$ cat src/rtl/write_back_stage.sv
// -----------------------------------------------------------------------------
// write_back_stage
// Final (W) stage of the five-stage RV32I pipeline.
//  - Captures the M-stage bundle plus RAM read data when W can accept.
//  - Selects the write-back value and drives the register-file write port.
//    The write port is combinational from the W registers, so the same-cycle
//    bypass network can use it.
//  - Presents the retiring instruction on the commit interface.
//  - Keeps the retirement and branch-prediction statistics counters.
//  - Detects a retired ebreak and freezes the pipeline with a sticky halt.
// Ports:
//  clk, rst                       clock, synchronous active-high reset
//  m_to_w_valid / w_allow_in      handshake with the M stage
//  w_valid                        W holds a valid instruction
//  m_valM, M_*                    M-stage bundle and RAM read data
//  wb_en, wb_rd, wb_data          register-file write port and bypass source
//  W_cur_pc, W_instr, W_pred_pc,  commit/difftest interface
//  W_commit
//  halt                           sticky, set one edge after ebreak retires
//  cnt_cycle, cnt_instret,        statistics counters, CNT_W bits, wrapping
//  cnt_ctrl, cnt_mispred
// -----------------------------------------------------------------------------
module write_back_stage #(
    parameter int CNT_W = 64
) (
    input  logic             clk,
    input  logic             rst,
    input  logic             m_to_w_valid,
    output logic             w_allow_in,
    output logic             w_valid,
    input  logic [31:0]      m_valM,
    input  logic [6:0]       M_opcode,
    input  logic [9:0]       M_funct,
    input  logic [31:0]      M_valE,
    input  logic [4:0]       M_rd,
    input  logic [31:0]      M_default_pc,
    input  logic [31:0]      M_cur_pc,
    input  logic [31:0]      M_instr,
    input  logic             M_commit,
    input  logic [31:0]      M_pred_pc,
    input  logic [31:0]      M_predicted_pc,
    output logic             wb_en,
    output logic [4:0]       wb_rd,
    output logic [31:0]      wb_data,
    output logic [31:0]      W_cur_pc,
    output logic [31:0]      W_instr,
    output logic [31:0]      W_pred_pc,
    output logic             W_commit,
    output logic             halt,
    output logic [CNT_W-1:0] cnt_cycle,
    output logic [CNT_W-1:0] cnt_instret,
    output logic [CNT_W-1:0] cnt_ctrl,
    output logic [CNT_W-1:0] cnt_mispred
);

    localparam logic [6:0]  OP_LOAD   = 7'b0000011;
    localparam logic [6:0]  OP_S      = 7'b0100011;
    localparam logic [6:0]  OP_B      = 7'b1100011;
    localparam logic [6:0]  OP_JAL    = 7'b1101111;
    localparam logic [6:0]  OP_JALR   = 7'b1100111;
    localparam logic [6:0]  OP_R      = 7'b0110011;
    localparam logic [6:0]  OP_I      = 7'b0010011;
    localparam logic [6:0]  OP_LUI    = 7'b0110111;
    localparam logic [6:0]  OP_AUIPC  = 7'b0010111;
    localparam logic [31:0] EBREAK    = 32'h00100073;

    logic             w_valid_r;
    logic             halt_r;
    logic [6:0]       w_opcode_r;
    logic [9:0]       w_funct_r;
    logic [31:0]      w_val_e_r;
    logic [31:0]      w_val_m_r;
    logic [4:0]       w_rd_r;
    logic [31:0]      w_default_pc_r;
    logic [31:0]      w_cur_pc_r;
    logic [31:0]      w_instr_r;
    logic             w_commit_r;
    logic [31:0]      w_pred_pc_r;
    logic [31:0]      w_predicted_pc_r;
    logic [CNT_W-1:0] cnt_cycle_r;
    logic [CNT_W-1:0] cnt_instret_r;
    logic [CNT_W-1:0] cnt_ctrl_r;
    logic [CNT_W-1:0] cnt_mispred_r;

    logic             allow_in_s;
    logic             capture_s;
    logic             ret_s;
    logic             is_ctrl_s;
    logic             writes_s;
    logic [31:0]      sel_data_s;
    logic             wb_en_s;
    logic             unused_funct_s;

    // funct is carried with the bundle for observability but no W decision uses it
    assign unused_funct_s = ^w_funct_r;

    // Once halted the stage never drains, so a held instruction blocks M
    assign allow_in_s = ~w_valid_r | ~halt_r;
    assign capture_s  = allow_in_s & m_to_w_valid;
    assign ret_s      = w_valid_r & w_commit_r & ~halt_r;
    assign is_ctrl_s  = (w_opcode_r == OP_B) | (w_opcode_r == OP_JAL) |
                        (w_opcode_r == OP_JALR);

    // Write-back value select by opcode class
    always_comb begin
        writes_s   = 1'b0;
        sel_data_s = 32'h0000_0000;
        case (w_opcode_r)
            OP_LOAD: begin
                writes_s   = 1'b1;
                sel_data_s = w_val_m_r;
            end
            OP_JAL, OP_JALR: begin
                writes_s   = 1'b1;
                sel_data_s = w_default_pc_r;
            end
            OP_R, OP_I, OP_LUI, OP_AUIPC: begin
                writes_s   = 1'b1;
                sel_data_s = w_val_e_r;
            end
            default: begin
                writes_s   = 1'b0;
                sel_data_s = 32'h0000_0000;
            end
        endcase
    end

    // Register-file write enable; x0 writes and halted state suppressed
    always_comb begin
        wb_en_s = 1'b0;
        if (w_valid_r && writes_s && (w_rd_r != 5'd0) && !halt_r) begin
            wb_en_s = 1'b1;
        end else begin
            wb_en_s = 1'b0;
        end
    end

    // Control state: valid flag, sticky halt and statistics counters
    always_ff @(posedge clk) begin
        if (rst) begin
            w_valid_r     <= 1'b0;
            halt_r        <= 1'b0;
            cnt_cycle_r   <= {CNT_W{1'b0}};
            cnt_instret_r <= {CNT_W{1'b0}};
            cnt_ctrl_r    <= {CNT_W{1'b0}};
            cnt_mispred_r <= {CNT_W{1'b0}};
        end else begin
            if (allow_in_s) begin
                w_valid_r <= m_to_w_valid;
            end
            if (ret_s && (w_instr_r == EBREAK)) begin
                halt_r <= 1'b1;
            end
            if (!halt_r) begin
                cnt_cycle_r <= cnt_cycle_r + CNT_W'(1);
            end
            if (ret_s) begin
                cnt_instret_r <= cnt_instret_r + CNT_W'(1);
                if (is_ctrl_s) begin
                    cnt_ctrl_r <= cnt_ctrl_r + CNT_W'(1);
                    if (w_pred_pc_r != w_predicted_pc_r) begin
                        cnt_mispred_r <= cnt_mispred_r + CNT_W'(1);
                    end
                end
            end
        end
    end

    // Data capture from M; these registers intentionally carry no reset
    always_ff @(posedge clk) begin
        if (capture_s) begin
            w_opcode_r       <= M_opcode;
            w_funct_r        <= M_funct;
            w_val_e_r        <= M_valE;
            w_val_m_r        <= m_valM;
            w_rd_r           <= M_rd;
            w_default_pc_r   <= M_default_pc;
            w_cur_pc_r       <= M_cur_pc;
            w_instr_r        <= M_instr;
            w_commit_r       <= M_commit;
            w_pred_pc_r      <= M_pred_pc;
            w_predicted_pc_r <= M_predicted_pc;
        end
    end

    assign w_allow_in  = allow_in_s;
    assign w_valid     = w_valid_r;
    assign halt        = halt_r;
    assign wb_en       = wb_en_s;
    assign wb_rd       = w_rd_r;
    assign wb_data     = wb_en_s ? sel_data_s : 32'h0000_0000;
    assign W_cur_pc    = w_cur_pc_r;
    assign W_instr     = w_instr_r;
    assign W_pred_pc   = w_pred_pc_r;
    assign W_commit    = w_commit_r;
    assign cnt_cycle   = cnt_cycle_r;
    assign cnt_instret = cnt_instret_r;
    assign cnt_ctrl    = cnt_ctrl_r;
    assign cnt_mispred = cnt_mispred_r;

endmodule

$ cat config.mk
export PLATFORM = sky130hd
export DESIGN_NAME = write_back_stage
export DESIGN_NICKNAME = d
export VERILOG_FILES = /design/src/rtl/write_back_stage.sv
export SDC_FILE = /design/constraint.sdc
export NUM_CORES = 1
export LEC_CHECK = 0
export ABC_AREA = 1
export BUFFER_PORTS_ARGS = -buffer_cell sky130_fd_sc_hd__clkbuf_2
export CAP_MARGIN = 20
export CORE_AREA = 3 3 252 254
export DETAILED_ROUTE_END_ITERATION = 10
export DIE_AREA = 0 0 255 257
export HOLD_SLACK_MARGIN = 0.05
export SYNTH_ARGS = -nofsm -noshare
export SYNTH_HDL_FRONTEND = slang
export SYNTH_SLANG_ARGS = --single-unit
export TNS_END_PERCENT = 5
$ cat constraint.sdc
create_clock -name clk -period 32.9 [get_ports clk]
set_input_delay 3.29 -clock clk [delete_from_list [all_inputs] [get_ports clk]]
set_output_delay 3.29 -clock clk [all_outputs]
set_load 0.01 [all_outputs]
==> flow_summary.yaml <==
run_status:
  status: "finished clean"
routing:
  avgViaCountPerCell: 4.95
  drtIter0Drc: 1724
  wl_per_cell_um: 18.5
  routed-via-count: 22066
  dr.pass1.iters: 6
  final_antenna_net_count: 0
  drc: 0
  wl_um: 82600
logic_synthesis:
  netlist_top_cells_area: "edfxtp_1 31%, dfxtp_1 22%, nand2_1 13%"
  synth_nets: 3242
  ys_types: 37
  synthesis.area_um2: 23100
  yosys_warnings: 0
  synthCells: 2988
  ys_seq_area_share_pct: 53.1
  synth_top_area_share_pct: 30.8
  yosysTopAreaCell: "edfxtp_1"
  syn_area_per_cell_um2: 7.74
  ys_seq_elements: 495
worst_setup_path:
  worstPathRequired_ps: 29610
  crit_type: "register to output pin"
  crit_fanout: 32
  end_kind: "output pin"
  critPathArrivalTime_ps: 2700
  r2r-start: "w_opcode_r[6]"
  critPathLaunch: "w_opcode_r[4]"
  worstSetupStartpointType: "register"
sta:
  max_slew_margin_pct: 26.8
  worst_pin_slew_ps: 1100
  min_period_over_period_pct: 18.2
  fmax_mhz: 167
  setup_tns_ps: 0
  fin_ws_ps: 26910
  setup_viol: 0
  fin_skew_ps: 33.5
  rsz0062_at_grt: "false"
  period_minus_slack_ps: 5990
  final_max_slew_viol_count: 0
  hold_viol: 0
layout:
  seqCellArea_um2: 12300
  multiInputGateArea_um2: 9580
  fillers: 6136
  syn2layout_area_growth_pct: 25.5
  final_util_pct: 47.2
  nNetsFinal: 3879
  drive_gt1_share_pct: 20.6
flow_run:
  drv_cap: 0
power:
  cellLeakagePower_nw: 11.6
  p_per_area_nw_per_um2: 47.2
  peakVddDrop_v: 0.0000450
  total_power_w: 0.00137
grt:
  grt_max_degree: 171
  grt_antenna_before_repair: 2
  gr-total-overflow: 0
  grt_pass1_vias: 20321
  grt_pass1_wl_um: 122000
  grtUsageTotal_pct: 24.3
clock_tree:
  numCtsBuffers: 56
  clock_path_buffers: 3
  htreeDepth: 2
  clk_latency_ps: 610
  cts_tree: "done"
  cts_setup_buffers: 0
  postCtsResizedCells: 0
  numClockSinks: 495
  hold_buffers: 0
  cts.clk_slew.worst_paths_ps: 60
  cts-root-buf: "clkbuf_16"
floorplanning:
  die_h_um: 257
  start_util_pct: 37.6
  rows: 91
  fp.dieW_um: 255
  core_area_um2: 61500
  die_area_um2: 65500
  ios: 644
placed_design:
  dp_hpwl_um: 64100
  post-place-ws_ps: 27450
  gp_congestion: 0.960
  portBuffers: 633
min_path:
  min_from: "cnt_cycle[15]"
  hold_class: "register to register"
-- cell usage in the layout (no fill, tap or decap), types with 3 or more instances in the layout --
cell,count
clkinv_1,10
nand3b_1,5
nor3_4,3
xor2_1,19
nor3_2,3
clkinv_2,10
buf_4,10
nand3_1,218
dfxtp_1,258
clkbuf_16,58
nand4_1,66
inv_1,275
o21a_1,3
and2_1,4
clkbuf_1,9
a21oi_1,137
a31oi_1,37
clkinvlp_4,5
nor2_1,618
nand2_1,776
bufinv_16,8
nor3b_1,11
nor3_1,110
edfxtp_1,237
nand2_2,3
nor4_1,9
o21ai_0,70
clkbuf_2,632
xnor2_1,36
ha_1,4
nor2_2,5
-- area by class of cell --
class / instances / area share, %
repair buffers: 644 / 11.2
clock inverters: 33 / 1.28
clock buffers: 69 / 5.21
flip-flops and latches: 495 / 42.3
inverters: 279 / 3.62
diodes: 1 / 0.00861
multi-input cells: 2149 / 33.0
well taps: 790 / 3.40
-- synthesized netlist by cell type --
master,instances
xor2_1,19
buf_2,5
and2_1,4
buf_4,1
nand2_2,3
nand3_1,218
clkinv_1,1
clkbuf_1,48
dfxtp_1,258
a31oi_1,37
nor2_4,2
nand3b_1,5
or2_2,1
buf_1,11
nor3_2,3
inv_1,276
nand4_1,66
ha_1,4
nor4_1,9
nor2_1,618
o31ai_1,1
nor3b_1,11
nor3_4,3
nand3_4,2
inv_2,2
xnor2_1,36
edfxtp_1,237
nor3_1,110
a21oi_1,138
nand3_2,1
o21a_1,3
nor2_2,5
nand3b_2,1
o21ai_0,70
o21bai_1,1
nand2_1,777
o211a_1,1
-- kinds of logic (layout without fill, tap and decap cells) --
kind of cell,after synthesis,count (layout),synth area share (%)
simple gates,1839,1839,33.3
flops,495,495,53.1
compound gates,251,251,5.70
xor+xnor,55,55,2.08
fa+ha+maj,4,4,0.216
other cells,0,1,0
buf+inv,344,1025,5.62
-- routing by layer --
layer / vias up / routed length, um / track usage, %
met5: - / 13 / 0
met4: 2 / 2160 / 6.73
met3: 111 / 6950 / 6.72
met2: 782 / 39100 / 40.6
met1: 10082 / 34300 / 30.8
li1: 11089 / - / -
-- state kept, by name, summed over array words and instances (netlist names), 32 cells and up --
signal and flops:
W_cur_pc 32, W_instr 32, W_pred_pc 32, cnt_ctrl 64, cnt_cycle 64, cnt_instret 64, cnt_mispred 64, w_default_pc_r 32
w_predicted_pc_r 32, w_val_e_r 32, w_val_m_r 32
-- through the flow --
| stage | cell area [um2] | std cells | hold WS (ps) |
|---|---|---|---|
| after floorplan | 23100 | 2988 | 491 |
| after global placement | 27200 | 4357 | 478 |
| after detailed placement | 27200 | 4357 | 485 |
| after CTS | 29000 | 4459 | 501 |
| after global routing | 29100 | 4460 | 513 |
| final | 29100 | 4460 | 497 |
-- power by group --
part           internal [W]  leakage [nW]  switching [W]
clock              0.000388         0.913       0.000259
combinational     0.0000214          6.27      0.0000304
sequential         0.000665          4.40     0.00000790
-- worst paths after layout --
check / end / slack [ps] / cells past startpoint
worst max-delay path: wb_data[16] / 26910 / 7
worst min-delay path: cnt_cycle[15] / 500 / 1
worst max register to register: cnt_ctrl[44] / 30040 / 13
worst min register to register: cnt_cycle[15] / 500 / 1
-- critical path: stages (launching register included) --
cell and delay, ps:
edfxtp_1 410, nor2_1 280, nand2_1 150, inv_1 70
buf_4 360, nand2_1 100, a31oi_1 460, clkbuf_2 240
(Power assumes the default switching activity.)
